`config.mk`:
```
export PLATFORM = sky130hd
export DESIGN_NAME = pipeline_backend
export DESIGN_NICKNAME = d
export VERILOG_FILES = /design/src/rtl/pipeline_backend.sv
export SDC_FILE = /design/constraint.sdc
export NUM_CORES = 1
export LEC_CHECK = 0
export ABC_AREA = 1
export CAP_MARGIN = 20
export CORE_MARGIN = 10
export CORE_UTILIZATION = 30
export DETAILED_ROUTE_END_ITERATION = 16
export GPL_TIMING_DRIVEN = 0
export MAX_ROUTING_LAYER = met4
export REMOVE_ABC_BUFFERS = 1
export SYNTH_ARGS = -nofsm -noshare
export SYNTH_HDL_FRONTEND = slang
export SYNTH_SLANG_ARGS = --single-unit
```
`constraint.sdc`:
```
create_clock -name clk -period 3.41 [get_ports clk]
set_clock_uncertainty 0.1 [all_clocks]
set_input_delay 0.5115 -clock clk [delete_from_list [all_inputs] [get_ports clk]]
set_output_delay 0.5115 -clock clk [all_outputs]
set_load 0.02 [all_outputs]
```
`src/rtl/pipeline_backend.sv`:
```
// rtl/pipeline_backend.sv - 4-phase instruction intake feeding a decode/execute/writeback pipeline
// over a 4 x 8-bit register file.
module pipeline_backend (
  input  logic       clk,
  input  logic       rst,
  input  logic       ipacket_req,
  output logic       ipacket_ack,
  input  logic [7:0] ipacket_pc,
  input  logic [7:0] ipacket_inst,
  output logic [7:0] debug_pin_r0,
  output logic [7:0] debug_pin_r1,
  output logic [7:0] debug_pin_r2,
  output logic [7:0] debug_pin_r3,
  output logic       debug_retire_valid,
  output logic [7:0] debug_retire_pc
);

  typedef enum logic {HS_IDLE, HS_ACKED} hs_state_t;

  hs_state_t  hs_state, hs_next;
  logic       accept;

  logic       dec_valid;
  logic [7:0] dec_pc;
  logic [7:0] dec_inst;

  logic       wb_valid;
  logic       wb_we;
  logic [1:0] wb_d;
  logic [7:0] wb_result;
  logic [7:0] wb_pc;

  logic [7:0] rf [4];

  logic [1:0] op, ra, rb, rd;
  logic [7:0] opnd_a, opnd_b, result;

  always_ff @(posedge clk) begin
    if (rst) hs_state <= HS_IDLE;
    else     hs_state <= hs_next;
  end

  always_comb begin
    hs_next = hs_state;
    accept  = 1'b0;
    case (hs_state)
      HS_IDLE: begin
        if (ipacket_req) begin
          accept  = 1'b1;
          hs_next = HS_ACKED;
        end
      end
      HS_ACKED: begin
        if (!ipacket_req) hs_next = HS_IDLE;
      end
      default: hs_next = HS_IDLE;
    endcase
  end

  assign ipacket_ack = (hs_state == HS_ACKED);

  always_ff @(posedge clk) begin
    if (rst) begin
      dec_valid <= 1'b0;
      dec_pc    <= 8'h00;
      dec_inst  <= 8'h00;
    end else begin
      dec_valid <= accept;
      if (accept) begin
        dec_pc   <= ipacket_pc;
        dec_inst <= ipacket_inst;
      end
    end
  end

  assign op = dec_inst[7:6];
  assign ra = dec_inst[5:4];
  assign rb = dec_inst[3:2];
  assign rd = dec_inst[1:0];

  // The writeback register is committed on the same edge this read is captured,
  // so forward it to keep dependent instructions on the newest value.
  assign opnd_a = (wb_valid && wb_we && (wb_d == ra)) ? wb_result : rf[ra];
  assign opnd_b = (wb_valid && wb_we && (wb_d == rb)) ? wb_result : rf[rb];

  always_comb begin
    result = 8'h00;
    case (op)
      2'b01:   result = opnd_a + opnd_b;
      2'b10:   result = {4'b0000, dec_inst[5:2]};
      2'b11:   result = ~(opnd_a & opnd_b);
      default: result = 8'h00;
    endcase
  end

  always_ff @(posedge clk) begin
    if (rst) begin
      wb_valid  <= 1'b0;
      wb_we     <= 1'b0;
      wb_d      <= 2'd0;
      wb_result <= 8'h00;
      wb_pc     <= 8'h00;
    end else begin
      wb_valid  <= dec_valid;
      wb_we     <= dec_valid && (op != 2'b00);
      wb_d      <= rd;
      wb_result <= result;
      wb_pc     <= dec_pc;
    end
  end

  always_ff @(posedge clk) begin
    if (rst) begin
      for (int i = 0; i < 4; i++) rf[i] <= 8'h00;
      debug_retire_valid <= 1'b0;
      debug_retire_pc    <= 8'h00;
    end else begin
      debug_retire_valid <= wb_valid;
      if (wb_valid) begin
        debug_retire_pc <= wb_pc;
        if (wb_we) rf[wb_d] <= wb_result;
      end
    end
  end

  assign debug_pin_r0 = rf[0];
  assign debug_pin_r1 = rf[1];
  assign debug_pin_r2 = rf[2];
  assign debug_pin_r3 = rf[3];

endmodule

```
* Word level (Yosys, flattened, before mapping)
Memory sizes are Yosys's and may differ from the RTL's. A register that Yosys moved wholly into a read port is not among the register bits.
Index checks and enable logic that the tools add are counted.
** Operators by class
- Add/subtract/negate cells :: 1
- Equality and inequality tests :: 5
- Mux-type cells :: 18
- Bitwise operators :: 2
- Reduce and logical (&&, ||, !) cells :: 6
** Operators by type and width (number)
- 2-to-1 mux 8 bit :: 3
- one-hot mux 8 bit (3 select lines) :: 1
- 2-to-1 mux 2 bit :: 5
- 2-to-1 mux 1 bit :: 9
- adder 8 bit :: 1
- bitwise AND 8 bit :: 1
- inverter 8 bit :: 1
- OR reduction 8 bit :: 1
- == test 2 bit :: 2
- == test 2 bit (second input constant) :: 2
- logical AND 1 bit :: 4
- == test 2 x 1 -> 1 bit (second input constant) :: 1
- nonzero test 2 bit :: 1
** Storage, ports and cells
- Register bits after elaboration :: 47
- Memory bits (writable) :: 32
- Input bits :: 19
- Output and inout bits :: 42
- Logic and storage cells :: 44
- Memories :: 1
** Memories
- rf :: depth 4, bits a word 8, rd ports 6, clocked after memory_dff 2, wr ports 4, RTL line 33 : logic [7:0] rf [4];

* Depth between registers and ports, before layout
Gate-level depths: netlist of run 1.
- Depth in word-level cells :: 6
- Gate-level depth with buffers :: 18
- Depth with buffers taken out :: 17

* Worst setup path after synthesis of run 1
OpenSTA, ideal clock, no wires.
- Path kind :: register -> register
- Start point :: register wb_d[1]
- End point :: register wb_result[6]
- Setup time :: 0.132 ns
- Arrival :: 2.114 ns
- Required time :: 3.178 ns
- Path slack :: 1.064 ns
- Cell stages (with the launch flop) :: 16
- Path buffers :: 1
- Clock period less this slack :: 2.346 ns
- Cell sequence :: dfxtp_1 xnor2_1 nand3_2 buf_4 o21ai_0 ha_1 inv_1 fa_1 inv_1 nand2_1 nand2_1 nand3b_1 nand2_1 nand2_1 nand3_1 a21oi_1
** Between the ends
- Longest elaborated chain between the ends :: 6
- Elaborated cells on any way between the ends :: 10
- Classes of those cells :: add/sub: 1; eq/ne: 2; mux: 3; bitwise: 2; reduce/logical: 2
** RTL lines
- start: declaration :: RTL line 29 : logic [1:0] wb_d;
- start signal: assignment :: RTL line 106 : wb_d <= rd;
- branches (longest 5 deep; another with adder 8 bit)
- one-hot mux 8 bit (3 select lines) * :: RTL line 88 : case (op)
- end signal: assignment :: RTL line 107 : wb_result <= result;
- end: declaration :: RTL line 30 : logic [7:0] wb_result;
Every way passes the cells marked *.
A chain may end at the register's enable or synchronous reset.

==> impl_results.md, run 1 <==
- Status: complete, no violations
- Gr ovfl total: 0
- Final Hold Fails: 0
- Drt drc: 0
- Clk network pwr share: 39.0%
- Cell internal pwr: 0.00175 W
- Finished Layout Cells: around 700
- DR WL/cell: 15.3 µm
- Slew HR: 48.3%
- WL met3: roughly 670 µm
- # setup viols final: 0
- Post-Synthesis Cells: between 400 and 500
- Vias post-DR: roughly 3,300
- Maximum clock insertion buffer count: 2
- Multi-input gate area: approximately 1500 µm²
- Post-synthesis mux area share: 0%
- H-tree Lvls: 3
- WP data arrival: 3220 ps
- Reg clk slew, reported paths: approximately 70 ps
- Clock latency at the later pin of the worst-skew pair: around 340 ps
- Die area: 17,600 µm²
- Sequential share of the synthesized area: 52.1%
- Combinational Power Share: 15.0%
- Slack of the critical path: 355 ps
- Clock sinks: between 80 and 90
- Met2 WL post-DR: 5030 µm
- Hold Slack: 316 ps
- Synthesis-to-finish area growth: 27.8%
- Area leader, netlist: dfxtp_1
- Max-cap violation count: 0
- Synth Area per Inst: slightly above 8 µm²
- Slowest CP cell: dfxtp_2
- LEAKAGE: around 1.9 nW
- Main combinational cell family by area after synthesis: simple AND/OR/NAND/NOR gates
- Final Cell Area: 4860 µm²
- Initial antenna violation count: 0
- Crit path kind: reg -> reg
- Net Sw Frac: 28.9%
- Die height: 133 µm
- Most frequent cells in the layout: 93 x nor2_1, 59 x clkdlybuf4s50_1, 54 x nand2_1
- Via density: 4.76
- PwrDens: 507 nW/µm²
- CP cell instances: clkinvlp_4 > o21ai_0 > a21oi_1 > a21oi_1 > nand2_1 > o21ai_0 > ha_1 > inv_1 > fa_1 > inv_1 > nand2_1 > nand2_1 > nand3b_1 > nand3_1 > nand3_1 > a21oi_1
- WL met1: 4800 µm
- Ranking of synthesized cells by area: dfxtp_1 27%, edfxtp_1 25%, nor2_1 9.2%
- CTS tree: yes
- Compound-Gate Fraction of Synth Area: 16.6%
- Crit Path Max Fanout: 13
- Die width: 133 µm
- Placed Area: 4550 µm²
- Final max-slew violation count: 0
- Unrepaired setup endpoints after global routing: false
- Hold Path Class: reg -> reg
- Dpl cells: 678
- Fin crit share: approximately nine tenths
- Initial Utilization: 30.4%
- First-pass GRT wire length: 16,800 µm
- #FFs+latches synth: 83
- Seq pwr share: 45.9%
- Drt first-iter violations: between 200 and 250
- Fillcell total: about 1,300
- Yosys cell types: 29
- Critical path's largest stage delay: 540 ps
- Ports: 61
- TritonCTS buffer count: 9
- CTS Root Cell: clkbuf_16
- Nature of the critical path endpoint: register
- Top sig layer: met4
- HPWL after DPL: about 7100 µm
- Synth Area in XOR/XNOR: 0.921%
- Ratio of cells with drive above 1 in the final layout: 7.27%
- # rows: between 40 and 50
- Largest net degree at the start of global routing: 29
- Reg area: 1980 µm²
- Worst-margin pin slew: 774 ps
- NetSw: 0.000712 W
- Hold Buf Count CTS: 0
- Final critical-path required period: 3060 ps
- Vias in the first global route: 3,234
- Design Power: 0.00247 W
- Post-Synth Adder-Cell Area: 3.16%
- Place WS: -1070 ps
- Simple-gate area share of the yosys netlist: just under 20%
- Detailed Routing Iterations Pass 1: 5
- Data required, critical path: 3570 ps
- DRT Wirelength: ~11,000 µm
- Port Buffer Count: 60
- Gr usage total: 12.3%
- VDD IR max: approximately 0.24 mV
- Post-Syn Area: about 3800 µm²
- Remaining antenna violation count after routing: 0
- Most common cell after layout, fill and taps aside: nor2_1
- Nets: 546
- Fmax: 327 MHz
- Synth top area share: between 20% and 30%
- Setup crit start kind: register
- Core area: 12,500 µm²
- RD Place Congestion: 0.914
- Yosys warns: 0
- Antenna Cells: 0
cells by family after synthesis:
family,count (synthesis)
xor gates and xnor gates,4
and+or+nand+nor,178
buffers and inverters,71
adders and majority gates,9
AOI/OAI and AO/OA,117
DFF,83
synthesized netlist by cell type:
master,count
nand3_1,13
buf_8,1
o22a_1,4
edfxtp_1,32
o21ai_0,51
a211oi_1,1
inv_1,51
buf_4,2
o211ai_1,7
a31oi_1,7
xnor2_1,4
nor2_4,2
a21oi_1,42
nand3_2,2
inv_2,1
dfxtp_1,51
buf_2,2
nand3b_1,3
nand2_2,4
o21ai_1,4
or2_2,5
nor3_1,2
fa_1,1
nand2_1,54
o21a_1,1
clkinv_1,2
nor2_1,93
ha_1,8
clkbuf_1,12
layer usage:
metal  global-route usage (%)  up-vias
li1                         -     1650
met1                     14.6     1507
met2                     20.1      137
met3                     2.73       12
met4                     4.10        0
met5                        -        -
stage by stage:
stage / TNS, ps / util [%]
after floorplan: 0 / -
after global placement: -48530 / 36.2
after detailed placement: -45460 / 36.3
after CTS: 0 / 38.8
after global routing: 0 / 38.8
final: 0 / 38.8
power groups by stage:
stage	logic, W	clock network, W	registers (W)
after floorplan	0.000219	0	0.00116
after global placement	0.000358	0	0.00115
after detailed placement	0.000365	0	0.00115
after CTS	0.000368	0.000984	0.00113
after global routing	0.000416	0.00104	0.00114
final	0.000371	0.000963	0.00113
critical path: cells and delay by family, from the launching register on:
kind	cells	cell delay, ps
flip-flops	1	540
AND/OR/NAND/NOR	6	550
buffers and inverters	3	500
AO/OA/AOI/OAI	5	690
adder cells (fa/ha/maj)	2	600
final timing paths:
check                               from                      end  slack (ps)  depth (start not counted)
hold reg to reg   dec_pc[4]$_SDFFE_PP0P_      wb_pc[4]$_SDFF_PP0_         320                          2
hold / removal    dec_pc[4]$_SDFFE_PP0P_      wb_pc[4]$_SDFF_PP0_         320                          2
setup reg to reg                register  wb_result[6]$_SDFF_PP0_         350                         16
setup / recovery                register  wb_result[6]$_SDFF_PP0_         350                         16
timing repair:
action                                  in CTS  in global routing
hold endpoints to repair                     0                  0
endpoints found under the setup margin      56                 31
gates cloned                                 0                  1
buffers inserted                             0                  0
pin swaps                                    0                  0
gates resized for setup                      2                  5
state kept, by name, summed over array words and instances (netlist names), named ones only:
register            flops
dec_valid               1
rf                     32
wb_we                   1
debug_retire_valid      1
dec_pc                  8
ipacket_ack             1
wb_d                    2
debug_retire_pc         8
wb_pc                   8
dec_inst                8
wb_result               8
wb_valid                1
layout make-up:
class	count	area share [%]
repair buffers	61	12.4
flip-flops and latches	83	40.8
well taps	172	4.43
clock buffers	9	4.63
multi-input cells	308	31.7
clock inverters	7	1.67
inverters	54	4.27
repair inverters	1	0.103
No activity file was read; power rests on OpenSTA's default activity.
==> run 2: changes to the inputs <==
--- a/config.mk
+++ b/config.mk
@@ -7,12 +7,16 @@
 export LEC_CHECK = 0
 export ABC_AREA = 1
 export CAP_MARGIN = 20
+export CELL_PAD_IN_SITES_DETAIL_PLACEMENT = 0
+export CELL_PAD_IN_SITES_GLOBAL_PLACEMENT = 2
 export CORE_MARGIN = 10
 export CORE_UTILIZATION = 30
 export DETAILED_ROUTE_END_ITERATION = 16
-export GPL_TIMING_DRIVEN = 0
+export GPL_TIMING_DRIVEN = 1
 export MAX_ROUTING_LAYER = met4
+export PLACE_DENSITY_LB_ADDON = 0.1
 export REMOVE_ABC_BUFFERS = 1
+export SKIP_LAST_GASP = 1
 export SYNTH_ARGS = -nofsm -noshare
 export SYNTH_HDL_FRONTEND = slang
 export SYNTH_SLANG_ARGS = --single-unit
==> impl_results.md, run 2 (synthesis gave the netlist of run 1 again) <==
- Remaining antenna violation count after routing: 0
- Antenna Cells: 0
- Final Hold Fails: 0
- Drt first-iter violations: 139
- Dpl cells: 683
- Final Cell Area: slightly below 5000 µm²
- Clock sinks: 83
- Detailed Routing Iterations Pass 1: 4
- CTS Root Cell: clkbuf_16
- Die width: between 100 and 150 µm
- Finished Layout Cells: ~700
- # setup viols final: 0
- Placed Area: 4580 µm²
- Clock latency at the later pin of the worst-skew pair: 340 ps
- Hold Crit Start: dec_pc[5]$_SDFFE_PP0P_
- Status: complete, no violations
- Fin crit share: 90.0%
- Biggest register: rf
- Place WS: between 300 and 400 ps
- WP data arrival: 3240 ps
- Max-cap violation count: 0
- Largest net degree at the start of global routing: 28
- Worst Setup SP: wb_valid$_SDFF_PP0_
- Final critical-path required period: about 3000 ps
- Ratio of cells with drive above 1 in the final layout: between 6 and 7%
- Max FFs per register: 32
- Most common cell after layout, fill and taps aside: nor2_1
- Worst Path Buf+Inv: 3
- Nature of the critical path endpoint: register
- Setup bufs post-CTS: 0
- Worst-margin pin slew: 834 ps
- Initial antenna violation count: 0
- CP cell instances: nand2_1 > inv_2 > nand3_2 > a31oi_1 > ha_1 > inv_1 > fa_1 > inv_1 > nand2_1 > nand2_1 > nand3b_1 > nand3_1 > nand3_1 > a21oi_1
- CP top delay family: simple AND/OR/NAND/NOR gates
- Reg clk slew, reported paths: roughly 60 ps
- Slack of the critical path: ~340 ps
- Crit Path Max Fanout: 16
- LEAKAGE: 1.93 nW
- H-tree Lvls: 3
- Vias in the first global route: 3,312
- Slowest CP cell: dfxtp_1
- Gr usage total: between 10% and 20%
- Setup TNS: 0 ps
- Data required, critical path: approximately 3600 ps
- Fmax: 326 MHz
- Maximum clock insertion buffer count: 2
- Post_cts resized: 0
- Setup crit start kind: register
- Reg2reg start: wb_valid$_SDFF_PP0_
- Die height: 133 µm
- Vias post-DR: approximately 3,200
- Slew HR: 44.3%
- HPWL after DPL: 8390 µm
- Nets: 550
- Initial Utilization: 30.4%
- DR WL/cell: 16.5 µm
- Critical path's largest stage delay: between 500 and 600 ps
- Final core occ: 39.2%
- Die area: 17,600 µm²
- Gr ovfl total: 0
- DRT Wirelength: 11,500 µm
- CTS tree: yes
- Crit path kind: reg -> reg
- Critical path's most frequent cell: nand2_1
- Synthesis-to-finish area growth: 28.9%
- Hold Buf Count CTS: 0
- Final max-slew violation count: 0
- Ports: 61
- Most frequent cells in the layout: 93 x nor2_1, 60 x clkdlybuf4s50_1, 54 x nand2_1
- Port Buffer Count: 60
- VDD IR max: 0.199 mV
- First-pass GRT wire length: 18,500 µm
- Hold Path Class: reg -> reg
- RD Place Congestion: 0.825
- Unrepaired setup endpoints after global routing: false
- # rows: 41
- Drt drc: 0
- Via density: approximately 4.6
- Core area: 12,500 µm²
- TritonCTS buffer count: 9
- PwrDens: 527 nW/µm²
==> run 2: worst paths after layout <==
kind | to | cells after the start | slack, ps
worst min-delay path | wb_pc[5]$_SDFF_PP0_ | 2 | 320
worst max register to register | wb_result[6]$_SDFF_PP0_ | 14 | 340
worst max-delay path | wb_result[6]$_SDFF_PP0_ | 14 | 340
worst min register to register | wb_pc[5]$_SDFF_PP0_ | 2 | 320
==> run 2: per-stage QoR <==
stage	hold slack (ps)	total power, W
after floorplan	300	0.00138
after global placement	306	0.00154
after detailed placement	310	0.00154
after CTS	322	0.00262
after global routing	342	0.00272
final	320	0.00258
==> run 2: cell type report <==
cell class / count / area (µm²)
Fill cell: 1350 / 7610
Sequential cell: 83 / 1980
Multi-Input combinational cell: 308 / 1540
Timing Repair Buffer: 66 / 646
Clock buffer: 10 / 229
Tap cell: 172 / 215
Inverter: 54 / 203
Clock inverter: 6 / 96.3
==> run 2: report_power, final <==
group,total [W],internal [W],switching [W],leakage [nW]
clock,0.00107,0.000651,0.000418,0.155
sequential,0.00113,0.00108,0.0000471,0.750
combinational,0.000387,0.000158,0.000230,1.03
==> run 2: layer usage <==
metal  share of wire, %  up-vias  wire length [µm]  global-route usage (%)
met3                3.9       12               452                    2.50
met5                  0        -                 0                       -
met2                 47       71              5440                    22.1
met1                 47     1500              5480                    17.0
met4                1.4        0               167                    5.01
li1                   -     1650                 -                       -
==> run 2: worst register-to-register path, stage by stage (launching register included) <==
cell and delay (ps):
dfxtp_1 560, nand2_1 180, inv_2 160, nand3_2 350, a31oi_1 300, ha_1 220, inv_1 70, fa_1 360
inv_1 70, nand2_1 60, nand2_1 130, nand3b_1 120, nand3_1 80, nand3_1 80, a21oi_1 160
==> run 3: changes to the inputs <==
--- a/config.mk
+++ b/config.mk
@@ -11,6 +11,7 @@
 export CELL_PAD_IN_SITES_GLOBAL_PLACEMENT = 2
 export CORE_MARGIN = 10
 export CORE_UTILIZATION = 30
+export CTS_BUF_LIST = sky130_fd_sc_hd__clkbuf_8 sky130_fd_sc_hd__clkbuf_16
 export DETAILED_ROUTE_END_ITERATION = 16
 export GPL_TIMING_DRIVEN = 1
 export MAX_ROUTING_LAYER = met4
==> impl_results.md, run 3 (synthesis gave the netlist of run 1 again) <==
- Nature of the critical path endpoint: register
- Worst Reg-to-Reg Cells: 14
- Drt drc: 0
- CP top delay family: simple AND/OR/NAND/NOR gates
- Port Buffer Count: 60
- Setup crit end: wb_result[6]$_SDFF_PP0_
- Most frequent cells in the layout: 93 x nor2_1, 60 x clkdlybuf4s50_1, 54 x nand2_1
- Reg clk slew, reported paths: 70 ps
- Slew HR: 45.1%
- Seq pwr share: 43.6%
- Max-cap violation count: 0
- Remaining antenna violation count after routing: 0
- Most common cell after layout, fill and taps aside: nor2_1
- NetSw: 0.000697 W
- Cell internal pwr: about 0.0019 W
- CTS tree: yes
- Gr ovfl total: 0
- Reg2reg start: wb_valid$_SDFF_PP0_
- TritonCTS buffer count: 9
- Place WS: between 300 and 400 ps
- Critical path's largest stage delay: ~560 ps
- WP data arrival: 3240 ps
- Fin crit share: 90.1%
- Ports: 61
- Unrepaired setup endpoints after global routing: false
- VDD IR max: 0.199 mV
- Crit path kind: reg -> reg
- First-pass GRT wire length: 18,500 µm
- LEAKAGE: 1.94 nW
- Clock latency at the later pin of the worst-skew pair: approximately 340 ps
- DR WL/cell: between 15 and 20 µm
- Fmax: 326 MHz
- Max FFs per register: 32
- Data required, critical path: 3580 ps
- R2R Setup Slk: 340 ps
- Synthesis-to-finish area growth: 28.9%
- Vias in the first global route: 3,312
- Final critical-path required period: around 3000 ps
- Worst Path Buf+Inv: 3
- Nets: 550
- Clock sinks: 83
- DRT Wirelength: 11,500 µm
- Ratio of cells with drive above 1 in the final layout: 6.64%
- # setup viols final: 0
- PwrDens: 527 nW/µm²
- Gr usage total: 13.8%
- CP cell instances: nand2_1 > inv_2 > nand3_2 > a31oi_1 > ha_1 > inv_1 > fa_1 > inv_1 > nand2_1 > nand2_1 > nand3b_1 > nand3_1 > nand3_1 > a21oi_1
- Worst path depth: 14
- Reg2reg end: wb_result[6]$_SDFF_PP0_
- Core area: 12,500 µm²
- Initial Utilization: 30.4%
- HPWL after DPL: 8390 µm
- Final Hold Fails: 0
- Critical path's most frequent cell: nand2_1
- Die area: about 18,000 µm²
- Vias post-DR: roughly 3,200
- Die width: between 100 and 150 µm
- Drt first-iter violations: 139
- Crit Path Max Fanout: 16
- Biggest register: rf
- Clk network pwr share: between 40% and 50%
- Worst-margin pin slew: 823 ps
- Worst Setup SP: wb_valid$_SDFF_PP0_
- Setup TNS: 0 ps
- Setup crit start kind: register
- Setup bufs post-CTS: 0
- Final max-slew violation count: 0
- H-tree Lvls: 3
- Initial antenna violation count: 0
- Post_cts resized: 0
- Net Sw Frac: a little over a quarter
- Slack of the critical path: 339 ps
- Hold Path Class: reg -> reg
- Status: complete, no violations
- Hold Buf Count CTS: 0
- Via density: between 4 and 5
- RD Place Congestion: 0.825
- Combinational Power Share: 15.0%
- Maximum clock insertion buffer count: 2
- Antenna Cells: 0
- Detailed Routing Iterations Pass 1: 4
- Largest net degree at the start of global routing: 28
- CTS Root Cell: clkbuf_16
- Slowest CP cell: dfxtp_1
- # rows: 41
- Die height: around 130 µm
[run 3: cell count changes in the layout (fill, tap and decap cells not counted)]
cell	previous run	this run
clkbuf_1	1	0
inv_1	51	52
[run 3: worst min-delay path by stage]
stage	cells past startpoint	start	slack [ps]	end
floorplan	2	dec_pc[3]$_SDFFE_PP0P_	300	wb_pc[3]$_SDFF_PP0_
global placement	2	dec_pc[6]$_SDFFE_PP0P_	310	wb_pc[6]$_SDFF_PP0_
detailed placement	2	dec_pc[5]$_SDFFE_PP0P_	310	wb_pc[5]$_SDFF_PP0_
CTS	2	dec_pc[5]$_SDFFE_PP0P_	320	wb_pc[5]$_SDFF_PP0_
global route	2	dec_pc[5]$_SDFFE_PP0P_	340	wb_pc[5]$_SDFF_PP0_
finish	2	dec_pc[5]$_SDFFE_PP0P_	320	wb_pc[5]$_SDFF_PP0_
[run 3: cell type report]
type | instances | area (µm²)
Clock buffer | 9 | 225
Fill cell | 1350 | 7610
Timing Repair Buffer | 66 | 646
Clock inverter | 7 | 100
Inverter | 54 | 203
Multi-Input combinational cell | 308 | 1540
Tap cell | 172 | 215
Sequential cell | 83 | 1980
[run 3: layer usage]
| metal | global-route usage (%) | part of all wire [%] |
|---|---|---|
| met1 | 17.0 | 47 |
| met2 | 22.1 | 47 |
| met3 | 2.50 | 4.5 |
| met4 | 5.01 | 1.5 |
| met5 | - | 0 |
[run 3: power by group through the flow]
stage                     clock network (W)  logic, W  registers [W]
after detailed placement                  0  0.000391        0.00115
final                               0.00107  0.000387        0.00113
after global placement                    0  0.000391        0.00115
after CTS                           0.00110  0.000394        0.00113
after floorplan                           0  0.000219        0.00116
after global routing                0.00114  0.000445        0.00113
[run 3: through the flow]
stage	util [%]	std cells	total power, W	hold slack [ps]	instance area [µm²]
finish	39.2	699	0.00258	320	4910
global route	39.2	699	0.00272	342	4910
CTS	39.2	699	0.00262	322	4910
detailed placement	36.6	683	0.00154	310	4580
global placement	36.6	683	0.00154	306	4580
floorplan	-	445	0.00138	300	3720
[run 3: worst register-to-register path: cells and delay by family, from the launching register on]
kind / cells / cell delay, ps
AND/OR/NAND/NOR: 7 / 1000
AO/OA/AOI/OAI: 2 / 460
adder cells (fa/ha/maj): 2 / 580
buffers and inverters: 3 / 300
flip-flops: 1 / 560
